$ cat config.mk
export PLATFORM = sky130hd
export DESIGN_NAME = zregfile
export DESIGN_NICKNAME = d
export VERILOG_FILES = /design/src/rtl/zregfile.sv
export SDC_FILE = /design/constraint.sdc
export NUM_CORES = 1
export LEC_CHECK = 0
export CORE_MARGIN = 4
export CORE_UTILIZATION = 45
export CTS_BUF_LIST = sky130_fd_sc_hd__clkbuf_16
export CTS_CLUSTER_DIAMETER = 120
export DETAILED_ROUTE_END_ITERATION = 10
export GPL_ROUTABILITY_DRIVEN = 1
export GPL_TIMING_DRIVEN = 0
export PLACE_DENSITY = 0.68
export SYNTH_ARGS = -nofsm -noshare
export SYNTH_HDL_FRONTEND = slang
export SYNTH_SLANG_ARGS = --single-unit
$ cat constraint.sdc
create_clock -name CLK -period 1.68 [get_ports CLK]
set_input_delay 0.168 -clock CLK [delete_from_list [all_inputs] [get_ports CLK]]
set_output_delay 0.168 -clock CLK [all_outputs]
set_load 0.01 [all_outputs]
$ cat src/rtl/zregfile.sv
// Parametrised register file: one synchronous write port, two registered read ports,
// optional write-to-read bypass, optional hardwired-zero register 0, clear and dirty mask.
`timescale 1ns/1ps
module zregfile #(
  parameter int unsigned WIDTH    = 8,
  parameter int unsigned DEPTH    = 4,
  parameter int unsigned ADDR_W   = 2,
  parameter bit          ZERO_REG = 1'b0,
  parameter bit          BYPASS   = 1'b1
) (
  input  logic              CLK,
  input  logic              RST_N,
  input  logic              CLR,
  input  logic              WE,
  input  logic [ADDR_W-1:0] WADDR,
  input  logic [WIDTH-1:0]  WDATA,
  input  logic              RE_A,
  input  logic [ADDR_W-1:0] RADDR_A,
  output logic [WIDTH-1:0]  RDATA_A,
  output logic              VALID_A,
  input  logic              RE_B,
  input  logic [ADDR_W-1:0] RADDR_B,
  output logic [WIDTH-1:0]  RDATA_B,
  output logic              VALID_B,
  output logic [DEPTH-1:0]  DIRTY
);

  // One extra bit so the range check also works when DEPTH == 2**ADDR_W.
  localparam logic [ADDR_W:0] DEPTH_C = (ADDR_W+1)'(DEPTH);

  logic [WIDTH-1:0] regs_q [DEPTH];
  logic [WIDTH-1:0] regs_d [DEPTH];
  logic [DEPTH-1:0] dirty_q, dirty_d;
  logic [WIDTH-1:0] rdata_a_q, rdata_a_d, rdata_b_q, rdata_b_d;
  logic             valid_a_q, valid_a_d, valid_b_q, valid_b_d;
  logic [WIDTH-1:0] stored_a, stored_b;
  logic             wr_ok;

  function automatic logic in_range(input logic [ADDR_W-1:0] addr);
    return ({1'b0, addr} < DEPTH_C);
  endfunction

  function automatic logic [WIDTH-1:0] pick(
    input logic [ADDR_W-1:0] addr,
    input logic [WIDTH-1:0]  stored,
    input logic              clr,
    input logic              wr,
    input logic [ADDR_W-1:0] waddr,
    input logic [WIDTH-1:0]  wdata
  );
    logic [WIDTH-1:0] v;
    if (!in_range(addr))                      v = '0;
    else if (ZERO_REG && (addr == '0))        v = '0;
    else if (BYPASS && clr)                   v = '0;
    else if (BYPASS && wr && (waddr == addr)) v = wdata;
    else                                      v = stored;
    return v;
  endfunction

  assign wr_ok = WE && !CLR && in_range(WADDR) && !(ZERO_REG && (WADDR == '0));

  // Decoded loops rather than direct indexing keep out-of-range addresses off the array.
  always_comb begin
    stored_a = '0;
    stored_b = '0;
    for (int unsigned i = 0; i < DEPTH; i++) begin
      if (RADDR_A == ADDR_W'(i)) stored_a = regs_q[i];
      if (RADDR_B == ADDR_W'(i)) stored_b = regs_q[i];
    end
  end

  always_comb begin
    regs_d  = regs_q;
    dirty_d = dirty_q;
    if (CLR) begin
      for (int unsigned i = 0; i < DEPTH; i++) regs_d[i] = '0;
      dirty_d = '0;
    end else if (wr_ok) begin
      for (int unsigned i = 0; i < DEPTH; i++) begin
        if (WADDR == ADDR_W'(i)) begin
          regs_d[i]  = WDATA;
          dirty_d[i] = 1'b1;
        end
      end
    end
  end

  always_comb begin
    rdata_a_d = rdata_a_q;
    rdata_b_d = rdata_b_q;
    valid_a_d = RE_A;
    valid_b_d = RE_B;
    if (RE_A) rdata_a_d = pick(RADDR_A, stored_a, CLR, wr_ok, WADDR, WDATA);
    if (RE_B) rdata_b_d = pick(RADDR_B, stored_b, CLR, wr_ok, WADDR, WDATA);
  end

  always_ff @(posedge CLK or negedge RST_N) begin
    if (!RST_N) begin
      for (int unsigned i = 0; i < DEPTH; i++) regs_q[i] <= '0;
      dirty_q   <= '0;
      rdata_a_q <= '0;
      rdata_b_q <= '0;
      valid_a_q <= 1'b0;
      valid_b_q <= 1'b0;
    end else begin
      regs_q    <= regs_d;
      dirty_q   <= dirty_d;
      rdata_a_q <= rdata_a_d;
      rdata_b_q <= rdata_b_d;
      valid_a_q <= valid_a_d;
      valid_b_q <= valid_b_d;
    end
  end

  assign RDATA_A = rdata_a_q;
  assign RDATA_B = rdata_b_q;
  assign VALID_A = valid_a_q;
  assign VALID_B = valid_b_q;
  assign DIRTY   = dirty_q;

endmodule

==> qor.yml, run 1 <==
route:
  via_per_inst: 5.81
  vias: 2148
  route.final.wire_length_microns: 7400
  final_antenna_net_count: 0
  wl_per_cell_microns: 20.0
  drt_first_pass_iters: 4
  drc: 0
  drt_iter0_markers: 97
pwr:
  power_mw: 2.87
  ir_drop_mv: 0.367
  power.leakage_nw: 1.58
  p_per_area_nw_per_um2: 787
timing:
  fin_crit_sh: 0.939
  clock_skew_ns: 0.00553
  hold_viol: 0
  rsz0062_at_grt: "yes"
  tightest_slew_ns: 0.584
  slew_violations: 0
  period_needed_ns: 1.58
  slew-limit-headroom: 0.611
  setup_viol: 0
  max_freq_mhz: 634
die:
  initial_utilization: 0.469
  core_area_sq_um: 6460
  die_h_microns: 90.1
  ios: 42
  die-area_sq_um: 8110
  fp-row-count: 29
  die_w_microns: 90.1
place:
  dpl.hpwl_microns: 5310
  io_buffers: 34
  gp_congestion: 0.756
yosys:
  netlist.top_cell.by_area: "dfrtp_1"
  postSynth.asyncResetShare: 1.00
  ys_warn_count: 0
  synth.distinct_cells: 25
  ys_seq_area_frac: 0.446
  synthesis.area_sq_um: 3030
  postSynthNetCount: 269
  yosys-top-cells-count: "dfrtp_1, nor2_1, mux2i_1"
  synth_most_common_cell: "dfrtp_1"
  synth-seq-cells: 54
  synth_top_area_frac: 0.446
  synth-edff-count: 0
  synthCells: 249
  synth_flop_cell: "dfrtp_1"
  avgSynthCellArea_sq_um: 12.2
  ys_top_cells_by_area: "dfrtp_1, mux4_2, mux2i_1, o211ai_2, o311ai_1"
clock_tree:
  cts-root-buf: "clkbuf_16"
  ctsHtreeMaxLevel: 2
  cts_tree: "built"
  clock_latency_ns: 0.30
  clk_pin_slew_ns: 0.07
  cts_sinks: 54
  clockBufferDepth: 2
  numCtsBuffers: 5
worst_setup_path:
  worstPathRequired_ns: 1.84
  crit_type: "input port to register"
  cp.arrival_ns: 1.74
  critPathCaptureType: "register"
  cp-start-kind: "input port"
  cp_max_fo: 10
final_layout:
  antenna_cells: 0
  final_util: 0.564
  fill_cells: 558
  multi_input_area_sq_um: 1550
  seq_area_sq_um: 1350
  fin_nets: 312
  synthToLayoutAreaGrowth_pct: 20.3
  drive_gt1_frac: 0.201
job:
  maxCapViolCount: 0
grt:
  antenna_found_initial: 0
  grt-ovfl-total: 0
  grt_max_degree: 38
  grt_pass1_wl_microns: 12400
  grt_pass1_vias: 2202
  grtUsageTotal: 0.195
outcome:
  status: "completed"
min_path:
  hold_class: "input port to register"
[worst max-delay path: stages]
cell	delay, ns
clkdlybuf4s50_1	0.63
nand2b_4	0.12
clkbuf_1	0.24
o311ai_1	0.44
o211ai_2	0.14
[cells by family after synthesis]
group | share of synthesized area
mux | 0.199
buf+inv | 0.0442
compound gates | 0.129
xor+xnor | 0.0289
flops | 0.446
simple gates | 0.153
[registers in the layout, indices dropped and copies added, names as in the netlist]
register,cells
regs_q,32
RDATA_A,8
RDATA_B,8
DIRTY,4
VALID_A,1
VALID_B,1
[power by group]
part	total [mW]	internal (mW)	switching, mW
sequential	1.38	1.35	0.0292
combinational	0.453	0.201	0.252
clock	1.04	0.554	0.484
total	2.87	2.10	0.765
[metrics by stage]
step                      instance area [sq um]  hold WS [ns]  setup slack, ns  setup TNS [ns]  std cells
after floorplan                            3030        -0.128            0.427               0        249
after global placement                     3470         0.483            -1.26          -69.62        360
after detailed placement                   3480         0.134           -0.189           -2.48        361
after CTS                                  3640         0.304            0.120               0        370
after global routing                       3640         0.348          -0.0144         -0.0283        370
final                                      3640         0.305            0.103               0        370
[layout make-up]
cell class	instances	area share
Timing Repair Buffer	36	0.100
Clock inverter	3	0.00549
Sequential cell	54	0.371
Tap cell	77	0.0264
Multi-Input combinational cell	172	0.426
Buffer	21	0.0347
Inverter	2	0.00206
Clock buffer	5	0.0343
[metal layers]
metal  share of wire  track usage  vias up
met5               0            0        -
met4          0.0077       0.0332        0
met3           0.040       0.0376        9
met2            0.49        0.312       53
met1            0.46        0.282     1083
li1                -            -     1003
[placed cells by master (no fill, tap or decap), types with 2 or more instances in the layout]
cell,instances
xor2_4,2
nor2_1,28
buf_4,3
dfrtp_1,54
nand2_1,16
mux2i_1,24
nand3b_1,18
buf_6,4
clkdlybuf4s50_1,33
buf_2,6
clkbuf_16,5
o311ai_1,15
nand2b_1,16
inv_1,2
xor2_2,2
nor2b_1,2
o211ai_2,16
mux4_2,15
clkbuf_1,9
a21oi_1,10
[path summary, 6_finish.rpt]
path	from	end	slack, ns	cells after the start
worst max-delay path	WE	RDATA_A[6]$_DFFE_PN0P_	0.10	5
worst min-delay path	CLR	RDATA_B[2]$_DFFE_PN0P_	0.31	3
max in group asynchronous	RST_N	regs_q[26]$_DFFE_PN0P_	0.80	3
worst max register to register	regs_q[23]$_DFFE_PN0P_	RDATA_A[7]$_DFFE_PN0P_	0.34	3
min in group asynchronous	RST_N	VALID_A$_DFF_PN0_	0.34	2
worst min register to register	DIRTY[0]$_DFFE_PN0P_	DIRTY[0]$_DFFE_PN0P_	0.50	2
[what timing repair did]
item / 4_1_cts / 5_1_grt
endpoints found under the setup margin: 0 / 3
hold buffers: 1 / 0
resized for setup: 0 / 1
hold endpoints to repair: 17 / 0
setup buffers: 0 / 0
Power figures use the tool's default switching activity.
==> inputs of run 2 (changes only) <==
Settings changed: CORE_MARGIN 4 to 2.
==> run 2 against run 1 <==
- combinational power fell by 0.9%
- clock-buffer cell count stayed put
- register-to-register slack better by 0.03 ns
- cell area rose by 0.10%
- flip-flop and latch count stayed put
- setup slack improved by 0.16 ns
- first-iteration DRC count up 9.3%
- critical path type unchanged
- largest power group unchanged
==> qor.yml, run 2 (synthesized netlist as in run 1, its figures left out) <==
timing:
  rsz0062_at_grt: "no"
  setup_viol: 0  # unchanged
  final.setup.worst_slack_ns: 0.259  # +0.156 ns
  hold_viol: 0  # unchanged
  tightest_slew_ns: 0.582  # -0.00233 ns
  period_needed_ns: 1.42  # -0.156 ns
  fin_crit_sh: 0.846  # -0.0932
  slew-limit-headroom: 0.612  # +0.00156
  tns_ns: 0  # unchanged
  max_freq_mhz: 704  # +11%
  clock_skew_ns: 0.00392  # -0.00161 ns
  slew_violations: 0  # unchanged
pwr:
  ir_drop_mv: 0.431  # +17%
  power_mw: 2.86  # about the same
  p_seq_frac: 0.481  # about the same
  netSwitchingFraction: 0.266  # -0.000349
  p_per_area_nw_per_um2: 785  # -0.19%
  power.leakage_nw: 1.59  # +0.70%
  switchingPower_uw: 763  # -0.22%
  internal_power_mw: 2.10  # about the same
  p_clk_frac: 0.363  # about the same
  power_frac_comb: 0.157  # about the same
clock_tree:
  clock_latency_ns: 0.29  # about the same
  clk_pin_slew_ns: 0.07  # about the same
  cts_sinks: 54  # unchanged
  numCtsBuffers: 5  # unchanged
  cts_tree: "built"
  clockBufferDepth: 2  # unchanged
  cts-root-buf: "clkbuf_16"
  ctsHtreeMaxLevel: 2  # unchanged
final_layout:
  mostFrequentLayoutCell: "dfrtp_1"
  fin_nets: 312  # unchanged
  largest_reg_flops: 32  # unchanged
  synthToLayoutAreaGrowth_pct: 20.4
  drive_gt1_frac: 0.205  # +0.00341
  antenna_cells: 0  # unchanged
  final_cell_mix: "dfrtp_1, clkdlybuf4s50_1, nor2_1"
  largest-register: "regs_q"
worst_setup_path:
  cp_max_fo: 9  # -1
  cp.arrival_ns: 1.64  # -0.10 ns
  cp-start-kind: "input port"
  critPathCaptureType: "register"
  reg2reg_slack_ns: 0.37  # +0.03 ns
  crit_type: "input port to register"
  worstPathRequired_ns: 1.90  # +0.06 ns
route:
  wl_per_cell_microns: 19.2  # -4.2%
  final_antenna_net_count: 0  # unchanged
  vias: 2148  # unchanged
  drt_iter0_markers: 106  # +9.3%
  via_per_inst: 5.81  # unchanged
  drt_first_pass_iters: 4  # unchanged
  drc: 0  # unchanged
  route.final.wire_length_microns: 7090  # -4.2%
grt:
  grtUsageTotal: 0.215  # +0.0195
  grt_max_degree: 33  # -13%
  grt-ovfl-total: 0  # unchanged
  grt_pass1_wl_microns: 11900  # -4.6%
  grt_pass1_vias: 2160  # -1.9%
  antenna_found_initial: 0  # unchanged
outcome:
  status: "completed"
die:
  die-area_sq_um: 7410  # -8.7%
  die_w_microns: 86.1  # -4.4%
  die_h_microns: 86.1  # -4.4%
  ios: 42  # unchanged
  core_area_sq_um: 6420  # -0.56%
  initial_utilization: 0.472  # +0.00265
  fp-row-count: 29  # unchanged
job:
  maxCapViolCount: 0  # unchanged
place:
  gp_congestion: 0.796  # +5.3%
  dpl_worst_slack_ns: -0.214  # -0.0246 ns
  io_buffers: 34  # unchanged
  dpl.hpwl_microns: 5040  # -5.1%
min_path:
  hold_class: "input port to register"
-- run 2: critical path, stage by stage --
cell and delay [ns]:
clkdlybuf4s50_1 0.61, nor2b_1 0.49, o311ai_1 0.25, o211ai_2 0.12
-- run 2: final timing paths --
path | cells past startpoint | end | startpoint
worst max-delay path | 4 | RDATA_B[5]$_DFFE_PN0P_ | RE_B
worst min-delay path | 3 | RDATA_B[1]$_DFFE_PN0P_ | CLR
worst max register to register | 3 | RDATA_B[3]$_DFFE_PN0P_ | regs_q[3]$_DFFE_PN0P_
worst min register to register | 2 | DIRTY[0]$_DFFE_PN0P_ | DIRTY[0]$_DFFE_PN0P_
max in group asynchronous | 3 | regs_q[23]$_DFFE_PN0P_ | RST_N
min in group asynchronous | 2 | RDATA_A[6]$_DFFE_PN0P_ | RST_N
-- run 2: repair_timing --
action | 4_1_cts | 5_1_grt
setup endpoints to repair | 0 | 5
hold buffers | 1 | 0
buffers inserted | 0 | 0
gates resized for setup | 0 | 2
hold endpoints to repair | 22 | 0
-- run 2: layout make-up --
cell class	count	area [sq um]
multi-input cells	172	1550
repair buffers	36	368
clock inverters	3	21.3
flip-flops and latches	54	1350
fillers	531	2770
clock buffers	5	125
plain buffers	21	126
inverters	2	7.51
well taps	77	96.3
-- run 2: stage by stage --
stage	util	hold slack (ns)	cell area, sq um	std cells
2_1_floorplan	-	-0.128	3030	249
3_3_place_gp	0.540	0.482	3470	360
3_5_place_dp	0.542	0.185	3480	361
4_1_cts	0.567	0.287	3640	370
5_1_grt	0.568	0.335	3650	370
6_report	0.568	0.295	3650	370
-- run 2: layer usage --
layer  up-vias  track usage  share of wire
met5         -            0              0
met4         0       0.0491         0.0089
met3         6       0.0414          0.078
met2        82        0.335           0.46
met1      1055        0.313           0.45
li1       1005            -              -
-- run 2: power by group through the flow --
stage / clock network, mW / logic [mW] / registers, mW
3_3_place_gp: 0 / 0.440 / 1.40
3_5_place_dp: 0 / 0.448 / 1.40
4_1_cts: 1.07 / 0.452 / 1.38
6_report: 1.04 / 0.449 / 1.38
2_1_floorplan: 0 / 0.249 / 1.41
5_1_grt: 1.12 / 0.492 / 1.38
==> inputs of run 3 (changes only) <==
Settings changed: PLACE_DENSITY 0.68 to 0.7.
Clock period 1.68 ns to 1.2 ns, I/O delays scaled along.
==> run 3 against run 2 <==
- the flow now finishes with violations (setup timing)
- hold slack better by 0.015 ns
- cell area is 6.3% higher
- clock power rose by 41%
- die area is the same
- wire length rose by 8.1%
- sequential share of layout area is 2.2 points lower
- setup slack got worse by 0.36 ns
- register-to-register slack worse by 0.47 ns
- clock-buffer cell count did not move
- power grew 43%
- critical path depth down 1
==> qor.yml, run 3 (synthesized netlist as in run 1, its figures left out) <==
route:
  drt_iter0_markers: 72  # -32%
  drc: 0  # unchanged
  via_per_inst: 5.87  # +1.0%
  route.final.wire_length_microns: 7660  # +8.1%
  final_antenna_net_count: 0  # unchanged
  wl_per_cell_microns: 20.3  # +5.8%
  drt_first_pass_iters: 4  # unchanged
  vias: 2217  # +3.2%
min_path:
  hold_class: "input port to register"
  min_path_cells: 3  # unchanged
timing:
  final.setup.worst_slack_ns: -0.104  # -0.363 ns
  tightest_slew_ns: 0.660  # +0.0786 ns
  tns_ns: -0.981  # -0.981 ns
  period_needed_ns: 1.30
  fin_crit_sh: 1.09
  max_freq_mhz: 767
  slew_violations: 0  # unchanged
  slew-limit-headroom: 0.560  # -0.0524
  rsz0062_at_grt: "yes"
  hold_viol: 0  # unchanged
  clock_skew_ns: 0.00400  # +0.0000841 ns
  setup_viol: 16  # +16
  holdWs_ns: 0.310  # +0.0147 ns
pwr:
  power.leakage_nw: 1.74  # +9.5%
  p_per_area_nw_per_um2: 1060  # +34%
  power_mw: 4.10  # +43%
  ir_drop_mv: 0.716  # +66%
worst_setup_path:
  cp_max_fo: 3  # -6
  worstPathRequired_ns: 1.37  # -0.53 ns
  crit_type: "register to register"
  startpoint: "regs_q[3]$_DFFE_PN0P_"
  cp_slowest_cell: "mux4_2"
  crit_chain: "mux4_2 > o311ai_4 > o211ai_2"
  r2r_start: "regs_q[3]$_DFFE_PN0P_"
  critPathCaptureType: "register"
  cp.arrival_ns: 1.48  # -0.16 ns
  slowest_delay_ns: 0.54  # -0.07 ns
  worstSetupEndpoint: "RDATA_A[3]$_DFFE_PN0P_"
  reg2regPathDepth: 3  # unchanged
  cp-start-kind: "register"
  r2r_end: "RDATA_A[3]$_DFFE_PN0P_"
  reg2reg_slack_ns: -0.10  # -0.47 ns
die:
  initial_utilization: 0.472  # unchanged
  die_h_microns: 86.1  # unchanged
  die-area_sq_um: 7410  # unchanged
  ios: 42  # unchanged
  fp-row-count: 29  # unchanged
  core_area_sq_um: 6420  # unchanged
  die_w_microns: 86.1  # unchanged
final_layout:
  antenna_cells: 0  # unchanged
  mostFrequentLayoutCell: "dfrtp_1"
  fin_nets: 320  # +2.6%
  largest_reg_flops: 32  # unchanged
  final_cell_mix: "dfrtp_1, nor2_1, mux2i_1"
  drive_gt1_frac: 0.306  # +0.101
  largest-register: "regs_q"
  synthToLayoutAreaGrowth_pct: 28.0
grt:
  grtUsageTotal: 0.222  # +0.00740
  grt_pass1_vias: 2256  # +4.4%
  grt-ovfl-total: 0  # unchanged
  antenna_found_initial: 0  # unchanged
  grt_pass1_wl_microns: 12500  # +5.3%
  grt_max_degree: 29  # -12%
clock_tree:
  clockBufferDepth: 2  # unchanged
  ctsHtreeMaxLevel: 2  # unchanged
  cts_tree: "built"
  cts-root-buf: "clkbuf_16"
  clk_pin_slew_ns: 0.07  # about the same
  cts_sinks: 54  # unchanged
  numCtsBuffers: 5  # unchanged
  clock_latency_ns: 0.29  # about the same
job:
  maxCapViolCount: 0  # unchanged
place:
  io_buffers: 34  # unchanged
  gp_congestion: 0.779  # -2.2%
  dpl.hpwl_microns: 5210  # +3.5%
outcome:
  violations: "setup timing"
  status: "complete, but fails checks"
==> run 3: changes by cell type in the layout (fill, tap and decap cells not counted), moves of 4 or more <==
| cell | previous run | this run |
|---|---|---|
| buf_4 | 3 | 11 |
| dlygate4sd2_1 | 0 | 22 |
| clkbuf_2 | 0 | 6 |
| o311ai_2 | 1 | 12 |
| clkdlybuf4s50_1 | 32 | 10 |
| o311ai_4 | 0 | 4 |
| o311ai_1 | 15 | 0 |
| clkbuf_1 | 9 | 3 |
==> run 3: worst min path at each step <==
stage	to	start
finish	RDATA_B[2]$_DFFE_PN0P_	CLR
global route	RDATA_B[4]$_DFFE_PN0P_	CLR
CTS	RDATA_B[2]$_DFFE_PN0P_	CLR
detailed placement	VALID_A$_DFF_PN0_	RST_N
global placement	DIRTY[0]$_DFFE_PN0P_	DIRTY[0]$_DFFE_PN0P_
floorplan	DIRTY[0]$_DFFE_PN0P_	RST_N
==> run 3: timing repair <==
action,CTS,global route
pin swaps,16,4
buffers inserted,3,5
endpoints found under the setup margin,72,26
hold buffers,1,0
gates resized for setup,50,10
endpoints found under the hold margin,26,0
==> run 3: area by class of cell <==
type | count | area [sq um]
Clock buffer | 5 | 125
Tap cell | 77 | 96.3
Fill cell | 542 | 2540
Buffer | 21 | 140
Multi-Input combinational cell | 172 | 1740
Timing Repair Buffer | 44 | 399
Sequential cell | 54 | 1350
Clock inverter | 3 | 20.0
Inverter | 2 | 7.51
==> run 3: metrics by stage <==
| stage | setup WS [ns] | area (sq um) | std cells | util |
|---|---|---|---|---|
| 4_1_cts | -0.0965 | 3800 | 373 | 0.591 |
| 2_1_floorplan | 0.00282 | 3050 | 249 | - |
| 6_report | -0.104 | 3880 | 378 | 0.604 |
| 3_3_place_gp | -1.67 | 3480 | 360 | 0.543 |
| 3_5_place_dp | -0.665 | 3500 | 361 | 0.545 |
| 5_1_grt | -0.145 | 3880 | 378 | 0.604 |
==> run 3: routing by layer <==
| layer | vias to the layer above | GRT usage | share of wire |
|---|---|---|---|
| li1 | 1023 | - | - |
| met1 | 1108 | 0.307 | 0.44 |
| met2 | 73 | 0.369 | 0.48 |
| met3 | 13 | 0.0404 | 0.060 |
| met4 | 0 | 0.0462 | 0.011 |
| met5 | - | 0 | 0 |
==> run 3: power breakdown <==
group          switching [mW]  total, mW  leakage [nW]  internal, mW
Sequential             0.0420       1.93         0.739          1.89
Combinational           0.412      0.700         0.935         0.288
Clock                   0.692       1.47        0.0679         0.776
Total                    1.15       4.10          1.74          2.95
==> run 3: worst max-delay path, delay by kind of cell, from the launching register on <==
kind / cells / cell delay [ns]
compound gates: 2 / 0.23
mux: 1 / 0.54
flops: 1 / 0.41
